[src/rtl/traffic_light_ctrl_if.sv]
// Signal bundle between the traffic light controller and its intersection.
// The controller side uses the master modport; the intersection (sensors,
// lamp drivers) uses the slave modport.
// Optional feature macro: PED_CROSS_EN adds ped_req and walk.
interface traffic_light_ctrl_if #(
   parameter int N_DIR = 4
);
   localparam int DIR_W = ($clog2(N_DIR) > 1) ? $clog2(N_DIR) : 1;

   logic [N_DIR-1:0] req;
   logic [N_DIR-1:0] green;
   logic [N_DIR-1:0] yellow;
   logic [N_DIR-1:0] red;
   logic [DIR_W-1:0] active_dir;
`ifdef PED_CROSS_EN
   logic             ped_req;
   logic             walk;
`endif

   modport master (
      input  req,
`ifdef PED_CROSS_EN
      input  ped_req,
      output walk,
`endif
      output green,
      output yellow,
      output red,
      output active_dir
   );

   modport slave (
      output req,
`ifdef PED_CROSS_EN
      output ped_req,
      input  walk,
`endif
      input  green,
      input  yellow,
      input  red,
      input  active_dir
   );
endinterface

[src/rtl/traffic_light_ctrl.sv]
// Round-robin traffic light controller for N_DIR approaches.
// A prescaler produces a one-cycle timing tick every TICK_DIV clocks; the
// phase FSM (ALLRED -> GREEN -> YELLOW -> ALLRED ...) advances only on ticks.
// Green is extended while no other direction is requesting.
// Optional feature macro: PED_CROSS_EN adds a sticky pedestrian request and a
// WALK phase (all red, walk lamp on) served after an all-red clearance.
// All lamp outputs and active_dir are registered.
module traffic_light_ctrl #(
   parameter int N_DIR        = 4,
   parameter int TICK_DIV     = 4,
   parameter int GREEN_TICKS  = 3,
   parameter int YELLOW_TICKS = 2,
   parameter int ALLRED_TICKS = 1,
   parameter int WALK_TICKS   = 2
) (
   input logic                  clk,
   input logic                  rst,
   traffic_light_ctrl_if.master bus
);

   localparam int DIR_W = ($clog2(N_DIR) > 1) ? $clog2(N_DIR) : 1;
   localparam int PRE_W = (TICK_DIV > 1) ? $clog2(TICK_DIV) : 1;

   // Timer only needs to hold the largest duration-1 of any phase.
   localparam int MAX_GY  = (GREEN_TICKS > YELLOW_TICKS) ? GREEN_TICKS : YELLOW_TICKS;
   localparam int MAX_GYA = (MAX_GY > ALLRED_TICKS) ? MAX_GY : ALLRED_TICKS;
   localparam int MAX_T   = (MAX_GYA > WALK_TICKS) ? MAX_GYA : WALK_TICKS;
   localparam int TMR_W   = (MAX_T > 1) ? $clog2(MAX_T) : 1;

   localparam logic [PRE_W-1:0] PRE_LAST    = PRE_W'(TICK_DIV - 1);
   localparam logic [DIR_W-1:0] DIR_RESET   = DIR_W'(N_DIR - 1);
   localparam logic [TMR_W-1:0] GREEN_LOAD  = TMR_W'(GREEN_TICKS - 1);
   localparam logic [TMR_W-1:0] YELLOW_LOAD = TMR_W'(YELLOW_TICKS - 1);
   localparam logic [TMR_W-1:0] ALLRED_LOAD = TMR_W'(ALLRED_TICKS - 1);
`ifdef PED_CROSS_EN
   localparam logic [TMR_W-1:0] WALK_LOAD   = TMR_W'(WALK_TICKS - 1);
`endif

   typedef enum logic [1:0] {
      ST_ALLRED = 2'd0,
      ST_GREEN  = 2'd1,
      ST_YELLOW = 2'd2
`ifdef PED_CROSS_EN
      ,
      ST_WALK   = 2'd3
`endif
   } state_t;

   state_t           state_q, state_d;
   logic [DIR_W-1:0] dir_q, dir_d;
   logic [TMR_W-1:0] timer_q, timer_d;
   logic [PRE_W-1:0] pre_q;
   logic             tick;
   logic             other_req;
   logic [DIR_W-1:0] rr_dir;
   logic [N_DIR-1:0] green_d, yellow_d;
`ifdef PED_CROSS_EN
   logic             ped_latch_q, ped_latch_d;
   logic             walk_d;
`endif

   assign tick = (pre_q == PRE_LAST);

   // Prescaler: free-running 0..TICK_DIV-1, restarting from 0 on reset release.
   // NOTE: sequential state always uses non-blocking assignments so every flop
   // samples the values from before the clock edge, independent of block order.
   always_ff @(posedge clk or negedge rst) begin
      if (!rst) begin
         pre_q <= '0;
      end else if (tick) begin
         pre_q <= '0;
      end else begin
         pre_q <= pre_q + 1'b1;
      end
   end

   // Arbitration helpers: competing demand and the round-robin winner.
   // NOTE: every variable written in an always_comb gets a default first so no
   // path leaves it unassigned, which would otherwise infer a latch.
   always_comb begin
      other_req = 1'b0;
      rr_dir    = DIR_W'((int'(dir_q) + 1) % N_DIR);
      for (int k = 0; k < N_DIR; k++) begin
         if (bus.req[k] && (DIR_W'(k) != dir_q)) begin
            other_req = 1'b1;
         end
      end
      // Search offsets 1..N_DIR from the current owner; first hit wins.
      for (int i = N_DIR; i >= 1; i--) begin
         for (int k = 0; k < N_DIR; k++) begin
            if (bus.req[k] && (k == (int'(dir_q) + i) % N_DIR)) begin
               rr_dir = DIR_W'(k);
            end
         end
      end
   end

   // Phase FSM next-state, owner and timer; nothing moves between ticks.
   always_comb begin
      state_d = state_q;
      dir_d   = dir_q;
      timer_d = timer_q;
`ifdef PED_CROSS_EN
      ped_latch_d = ped_latch_q;
`endif
      if (tick) begin
         case (state_q)
            ST_GREEN: begin
               if (timer_q != '0) begin
                  timer_d = timer_q - 1'b1;
               end else if (other_req) begin
                  state_d = ST_YELLOW;
                  timer_d = YELLOW_LOAD;
               end
               // With no competing demand green is extended, timer stays 0.
            end
            ST_YELLOW: begin
               if (timer_q != '0) begin
                  timer_d = timer_q - 1'b1;
               end else begin
                  state_d = ST_ALLRED;
                  timer_d = ALLRED_LOAD;
               end
            end
`ifdef PED_CROSS_EN
            ST_WALK: begin
               if (timer_q != '0) begin
                  timer_d = timer_q - 1'b1;
               end else begin
                  state_d = ST_ALLRED;
                  timer_d = ALLRED_LOAD;
               end
            end
`endif
            default: begin // ST_ALLRED
               if (timer_q != '0) begin
                  timer_d = timer_q - 1'b1;
`ifdef PED_CROSS_EN
               end else if (ped_latch_q) begin
                  state_d     = ST_WALK;
                  timer_d     = WALK_LOAD;
                  ped_latch_d = 1'b0;
`endif
               end else begin
                  state_d = ST_GREEN;
                  timer_d = GREEN_LOAD;
                  dir_d   = rr_dir;
               end
            end
         endcase
      end
`ifdef PED_CROSS_EN
      // A request arriving on the WALK entry edge must not be lost.
      if (bus.ped_req) begin
         ped_latch_d = 1'b1;
      end
`endif
   end

   // Lamp decode from the next state so lamps change on the same edge as it.
   always_comb begin
      green_d  = '0;
      yellow_d = '0;
      for (int k = 0; k < N_DIR; k++) begin
         if (DIR_W'(k) == dir_d) begin
            green_d[k]  = (state_d == ST_GREEN);
            yellow_d[k] = (state_d == ST_YELLOW);
         end
      end
`ifdef PED_CROSS_EN
      walk_d = (state_d == ST_WALK);
`endif
   end

   // State, owner and timer registers; reset aborts any phase to all-red.
   always_ff @(posedge clk or negedge rst) begin
      if (!rst) begin
         state_q <= ST_ALLRED;
         dir_q   <= DIR_RESET;
         timer_q <= ALLRED_LOAD;
      end else begin
         state_q <= state_d;
         dir_q   <= dir_d;
         timer_q <= timer_d;
      end
   end

   // Registered lamp outputs; red is always the complement of green|yellow.
   always_ff @(posedge clk or negedge rst) begin
      if (!rst) begin
         bus.green  <= '0;
         bus.yellow <= '0;
         bus.red    <= '1;
      end else begin
         bus.green  <= green_d;
         bus.yellow <= yellow_d;
         bus.red    <= ~(green_d | yellow_d);
      end
   end

   assign bus.active_dir = dir_q;

`ifdef PED_CROSS_EN
   // Sticky pedestrian request and the walk lamp.
   always_ff @(posedge clk or negedge rst) begin
      if (!rst) begin
         ped_latch_q <= 1'b0;
         bus.walk    <= 1'b0;
      end else begin
         ped_latch_q <= ped_latch_d;
         bus.walk    <= walk_d;
      end
   end
`endif

endmodule
[src/flat_wrapper.sv]
// flat-port wrapper written by rule: the top's interface ports become plain ports
module traffic_light_ctrl_flat 
#(
   parameter int N_DIR        = 4,
   parameter int TICK_DIV     = 4,
   parameter int GREEN_TICKS  = 3,
   parameter int YELLOW_TICKS = 2,
   parameter int ALLRED_TICKS = 1,
   parameter int WALK_TICKS   = 2
)
  (clk, rst, bus_req, bus_green, bus_yellow, bus_red, bus_active_dir);
  traffic_light_ctrl_if #(.N_DIR(N_DIR)) bus_i ();
  input logic clk;
  input logic rst;
  input wire logic [$bits(bus_i.req)-1:0] bus_req;
  output wire logic [$bits(bus_i.green)-1:0] bus_green;
  output wire logic [$bits(bus_i.yellow)-1:0] bus_yellow;
  output wire logic [$bits(bus_i.red)-1:0] bus_red;
  output wire logic [$bits(bus_i.active_dir)-1:0] bus_active_dir;
  assign bus_i.req = bus_req;
  assign bus_green = bus_i.green;
  assign bus_yellow = bus_i.yellow;
  assign bus_red = bus_i.red;
  assign bus_active_dir = bus_i.active_dir;
  traffic_light_ctrl #(.N_DIR(N_DIR), .TICK_DIV(TICK_DIV), .GREEN_TICKS(GREEN_TICKS), .YELLOW_TICKS(YELLOW_TICKS), .ALLRED_TICKS(ALLRED_TICKS), .WALK_TICKS(WALK_TICKS)) u_core (.clk(clk), .rst(rst), .bus(bus_i));
endmodule
[config.mk]
export PLATFORM = sky130hd
export DESIGN_NAME = traffic_light_ctrl_flat
export DESIGN_NICKNAME = d
export VERILOG_FILES = /design/src/rtl/traffic_light_ctrl_if.sv /design/src/rtl/traffic_light_ctrl.sv /design/src/flat_wrapper.sv
export SDC_FILE = /design/constraint.sdc
export NUM_CORES = 1
export LEC_CHECK = 0
export ABC_CLOCK_PERIOD_IN_PS = 2400
export CORE_MARGIN = 5
export CORE_UTILIZATION = 52
export CTS_CLUSTER_SIZE = 30
export DETAILED_ROUTE_END_ITERATION = 7
export PLACE_DENSITY = 0.78
export SLEW_MARGIN = 20
export SYNTH_ARGS = -nofsm -noshare
export SYNTH_HDL_FRONTEND = slang
export SYNTH_SLANG_ARGS = --single-unit
[constraint.sdc]
create_clock -name clk -period 2.4 [get_ports clk]
set_input_delay 0.72 -clock clk [delete_from_list [all_inputs] [get_ports clk]]
set_output_delay 0.72 -clock clk [all_outputs]
set_load 0.05 [all_outputs]
## Word level (Yosys, flattened, before mapping)

Index checks and enable logic that the tools add are counted.

- Add/subtract/negate cells: 6
- Eq/ne operators: 24
- Multiplexer cells: 43
- Bitwise gates (word level): 6
- Reductions and logical operators: 33

Operators with widths:

| cell | count |
|---|---|
| $logic_not 32->1 | 4 |
| $mux 2 | 29 |
| $eq 3x3->1 const A | 8 |
| $logic_and 1x1->1 | 20 |
| $eq 2x3->1 const A | 4 |
| $mux 1 | 12 |
| $reduce_or 2->1 | 5 |
| $pmux 2 s2 | 2 |
| $add 2x1->2 const B | 3 |
| $eq 2x2->1 const B | 3 |
| $add 2x2->2 const B | 2 |
| $and 1x1->1 const A | 4 |
| $eq 2x1->1 const B | 2 |
| $eq 2x2->1 const A | 2 |
| $ne 2x2->1 const A | 2 |
| $not 4->4 | 1 |
| $or 4x4->4 | 1 |
| $reduce_bool 2->1 | 2 |
| $ne 3x1->1 const B | 1 |
| $eq 1x2->1 const A | 1 |
| $logic_not 2->1 | 1 |
| $ne 1x2->1 const A | 1 |
| $reduce_and 2->1 | 1 |
| $sub 2x1->2 const B | 1 |

- Flip-flop bits (word level): 20
- Bits of input ports: 6
- Output and inout port bits: 14
- Word-level logic and storage cells: 119

## Logic depth before layout (Yosys ltp)

- Depth after elaboration: 28
- Depth in mapped cells: 9
- Mapped depth without buffers: 8

## Least setup slack after synthesis

Ideal clock, no wire load.

- Kind: register to register
- Start: register u_core.dir_q[0] (netlist: u_core.bus.active_dir[0])
- End: register u_core.bus.yellow[0]
- Setup time: 0.086 ns
- Arrival: 2.173 ns
- Required time: 2.314 ns
- Slack: 0.141 ns
- Cell stages (with the launch flop): 10
- Path buffers: 1
- Clock period less this slack: 2.259 ns
- Cells stage by stage: dfstp_2 inv_1 ha_1 buf_2 a22o_1 o211ai_2 nand4_1 o31ai_4 inv_2 nor3_1

- Longest elaborated chain between the ends: 26
- Elaborated cells between the ends (all ways): 82
- Those cells by class: add/sub: 4; eq/ne: 16; mux: 28; bitwise: 4; reduce/logical: 30

Ends and longest elaborated chain:

| element | line | RTL |
|---|---|---|
| start, declared | traffic_light_ctrl.sv:50 | `logic [DIR_W-1:0] dir_q, dir_d;` |
| start signal, assigned | traffic_light_ctrl.sv:183 | `dir_q <= dir_d;` |
| $add 2x1->2 | traffic_light_ctrl.sv:91 | `if (bus.req[k] && (k == (int'(dir_q) + i) % N_DIR)) begin` |
| $reduce_or 2->1 (no line) | -- |  |
| $and 1x1->1 (no line) | -- |  |
| $logic_not 32->1 | traffic_light_ctrl.sv:91 |  |
| $logic_and 1x1->1 | traffic_light_ctrl.sv:91 |  |
| $mux 2 (15 in series) | traffic_light_ctrl.sv:91 |  |
| $mux 2 (*) | traffic_light_ctrl.sv:91 |  |
| $mux 2 (*) | traffic_light_ctrl.sv:136 | `if (timer_q != '0) begin` |
| $mux 2 (*) | traffic_light_ctrl.sv:107 | `case (state_q)` |
| $mux 2 (*) | traffic_light_ctrl.sv:106 | `if (tick) begin` |
| named net u_core.dir_d[1] | traffic_light_ctrl.sv:50 |  |
| $logic_not 2->1 (*) | traffic_light_ctrl.sv:165 | `if (DIR_W'(k) == dir_d) begin` |
| $mux 1 (*) | traffic_light_ctrl.sv:165 |  |
| named net u_core.yellow_d[0] | traffic_light_ctrl.sv:56 | `logic [N_DIR-1:0] green_d, yellow_d;` |
| end signal, assigned | traffic_light_ctrl.sv:196 | `bus.yellow <= yellow_d;` |
| end, declared | traffic_light_ctrl_if.sv:27 | `output yellow,` |

The timed path passes the listed nets; every way through them passes the cells marked *.
A chain may end at the register's enable or synchronous reset.

## Worst setup path after layout

- Start: register u_core.bus.red[0]
- End: output bus_red[0]

RTL lines:

| element | line | RTL |
|---|---|---|
| start, declared | traffic_light_ctrl_if.sv:28 | `output red,` |
| start signal, assigned | traffic_light_ctrl.sv:197 | `bus.red <= ~(green_d \| yellow_d);` |
| end, declared | flat_wrapper.sv:18 | `output wire logic [$bits(bus_i.red)-1:0] bus_red;` |

No word-level cell between the ends.

==> metrics.md <==
| Metric | Value |
|---|---|
| Vias in the first global route | around 1,000 |
| ANT cells | 0 |
| Port buffer count | 19 |
| Register bit total from synthesis | 20 |
| YS warnings | 0 |
| Fillers | 191 |
| Async set-reset flop share out of synthesis | 1.00 |
| Mux contribution to synthesized area | 0.00836 |
| Slew Viols, Final | 0 |
| TNS Setup | 0 ns |
| Main synth FF type | dfrtp_1 |
| Synthesized area | between 1000 and 1500 um2 |
| Die Y | 58.0 um |
| CP arrival | 1.63 ns |
| Cell family with most CP delay | buffers and inverters |
| Global-route usage over all layers | 0.180 |
| Core area | 2210 um2 |
| Synth top cells by count | dfrtp_1 (14), o21ai_0 (12), nand2_1 (11), ha_1 (10), inv_1 (9) |
| DR vias | 1,030 |
| Mapped Cells | 125 |
| Pleak | 0.695 nW |
| Final Power | 1.93 mW |
| Final setup viols | 0 |
| Number of synthesized flops with an enable pin | 0 |
| Most common cell in the synthesized netlist | dfrtp_1 |
| Floorplan row count | 17 |
| Final ANT Viol Nets | 0 |
| Largest net degree at the start of global routing | 21 |
| Die width | 58.0 um |
| Crit-path max FO | 1 |
| RePlAce Congestion | 0.832 |
| Setup repair after global routing missed its margin | false |
| Post-synth top area share | 0.293 |
| Post-layout min period | 2.35 ns |
| Worst skew pair latency | 0.30 ns |
| Final WL | 2760 um |
| Total CTS buffers | 3 |
| Starting density of the core | 0.541 |
| Max incr delay on CP | 0.79 ns |
| CP cell instances | clkdlybuf4s50_1 |
| Crit path buffers/inverters | 1 |
| Mean Syn Cell Area | 9.58 um2 |
| Post-synth net total | 141 |
| CP Capture Type | output pin |
| Crit start category | flip-flop |
| Iteration-0 DRC Markers | 48 |
| Worst Tran Pin Value | 0.518 ns |
| Post-synthesis compound-gate area fraction | 0.204 |
| Setup ws final | 0.0542 ns |
| Initial DRT Pass Iterations | 4 |
| Pre-CTS setup slack | -0.121 ns |
| Largest family of logic cells by synthesized area | compound AO/OA/AOI/OAI gates |
| DR DRC count | 0 |
| Worst vdd rail ir drop | 987 uV |
| Area of the multi-input gates | 636 um2 |
| Clock Skew | 0.00158 ns |
| CTS tree | done |
| CTS clk-pin slew, worst paths | 0.11 ns |
| Clock Tree Buf Depth | 2 |
| Synth Area in XOR/XNOR | 0.00731 |
| PD cells | 1230 nW/um2 |
| Fmax | roughly 0.43 GHz |
| Register Area | 508 um2 |
| Worst hold margin | approximately 0.44 ns |
| Initial antenna violation count | 0 |
| CP max-delay cell | clkdlybuf4s50_1 |
| Top cells by area, synth | dfrtp_1 (29%), dfstp_2 (13%), ha_1 (10%) |
| Max cap viols | 0 |
| Nets | roughly 170 |
| Post-Synth Adder-Cell Area | 0.104 |
| Total grt overflow | 0 |
| Die Footprint | 3360 um2 |
| Hold/Removal Path Class | flip-flop to flip-flop |
| WS Path Type | flip-flop to output pin |
| Register area share after synthesis | 0.424 |
| Status | completed |
| # hold bufs at CTS | 0 |
| # IOs | 20 |
| Vias per inst | 5.57 |
| H-tree depth | 1 |
| HPWL Detailed | about 2100 um |
| Fin. Hold Viols | 0 |
| Worst endpoint required time | 1.68 ns |
| Simple-gate share of the synthesized area | 0.193 |
| Root buf cell | clkbuf_4 |
| Netlist cell types | 35 |
| Clock sinks | 20 |
| DR WL/cell | 14.9 um |
| Post-synth top area cell | dfrtp_1 |
| Worst slew margin | 0.654 |
| Period utilization | 0.977 |
| Synthesis-to-finish area growth | 30.3% |
| Ratio of cells with drive above 1 in the final layout | 0.229 |
| Final core occ | 0.705 |
| Global-route wire length before repair | 4680 um |
[repair_timing]
action	in CTS	in global routing
buffers inserted	0	1
setup endpoints to repair	0	10
resized for setup	0	5
[registers in the layout (all words and copies together), names as in the netlist]
| signal | flops |
|---|---|
| u_core.bus.red | 4 |
| u_core.state_q | 2 |
| u_core.bus.yellow | 4 |
| u_core.pre_q | 2 |
| u_core.timer_q | 2 |
| u_core.bus.active_dir | 2 |
| u_core.bus.green | 4 |
[cell type report]
type                       instances  area share
multi-input combinational         90       0.407
sequential                        20       0.326
timing repair buffer              32       0.183
inverter                          11      0.0281
tap                               28      0.0225
clock inverter                     1      0.0192
clock buffer                       3      0.0144
[final timing paths]
check                           slack [ns]                     start  cells after the start                   to
worst max-delay path                  0.05         u_core.bus.red[0]                      1           bus_red[0]
worst min-delay path                  0.44           u_core.pre_q[0]                      1      u_core.pre_q[0]
worst max register to register        0.22  u_core.bus.active_dir[1]                      7  u_core.bus.green[1]
max in group asynchronous             1.41                       rst                      2    u_core.bus.red[0]
min in group asynchronous             0.73                       rst                      2  u_core.bus.green[1]
worst min register to register        0.44           u_core.pre_q[0]                      1      u_core.pre_q[0]
[cell usage in the layout (no fill, tap or decap), types with 4 or more instances in the layout]
master,Yosys,routed
ha_1,10,9
buf_4,0,15
dfstp_2,6,6
nand3_1,6,6
clkdlybuf4s50_1,0,16
nor2_1,7,7
nor3_1,8,8
nor2b_1,4,4
nand2_1,11,11
nand2b_1,6,6
inv_1,9,9
o21ai_0,12,11
dfrtp_1,14,14
[kinds of logic (layout without fill, tap and decap cells)]
family / after synthesis / after routing
buffers and inverters: 15 / 47
and+or+nand+nor: 47 / 47
muxes: 1 / 1
adders and majority gates: 10 / 10
xor gates and xnor gates: 1 / 1
AOI/OAI and AO/OA: 31 / 31
DFF: 20 / 20
[per-layer routing]
layer  vias up  global-route usage  wire length (um)
li1        507                   -                 -
met1       481               0.218              1180
met4         0              0.0762                23
met3         4              0.0334               145
met2        38               0.313              1410
met5         -                   0                 0
[where the power goes]
group	internal (mW)	total (mW)	switching (mW)
Sequential	0.448	0.502	0.0531
Combinational	0.435	1.15	0.717
Clock	0.169	0.272	0.103
[per-stage QoR]
step                cell area [um2]  instances
finish                         1560        185
global route                   1560        185
CTS                            1530        184
detailed placement             1480        180
global placement               1480        180
floorplan                      1200        125
Note: power is estimated with default switching activity, not from simulation.
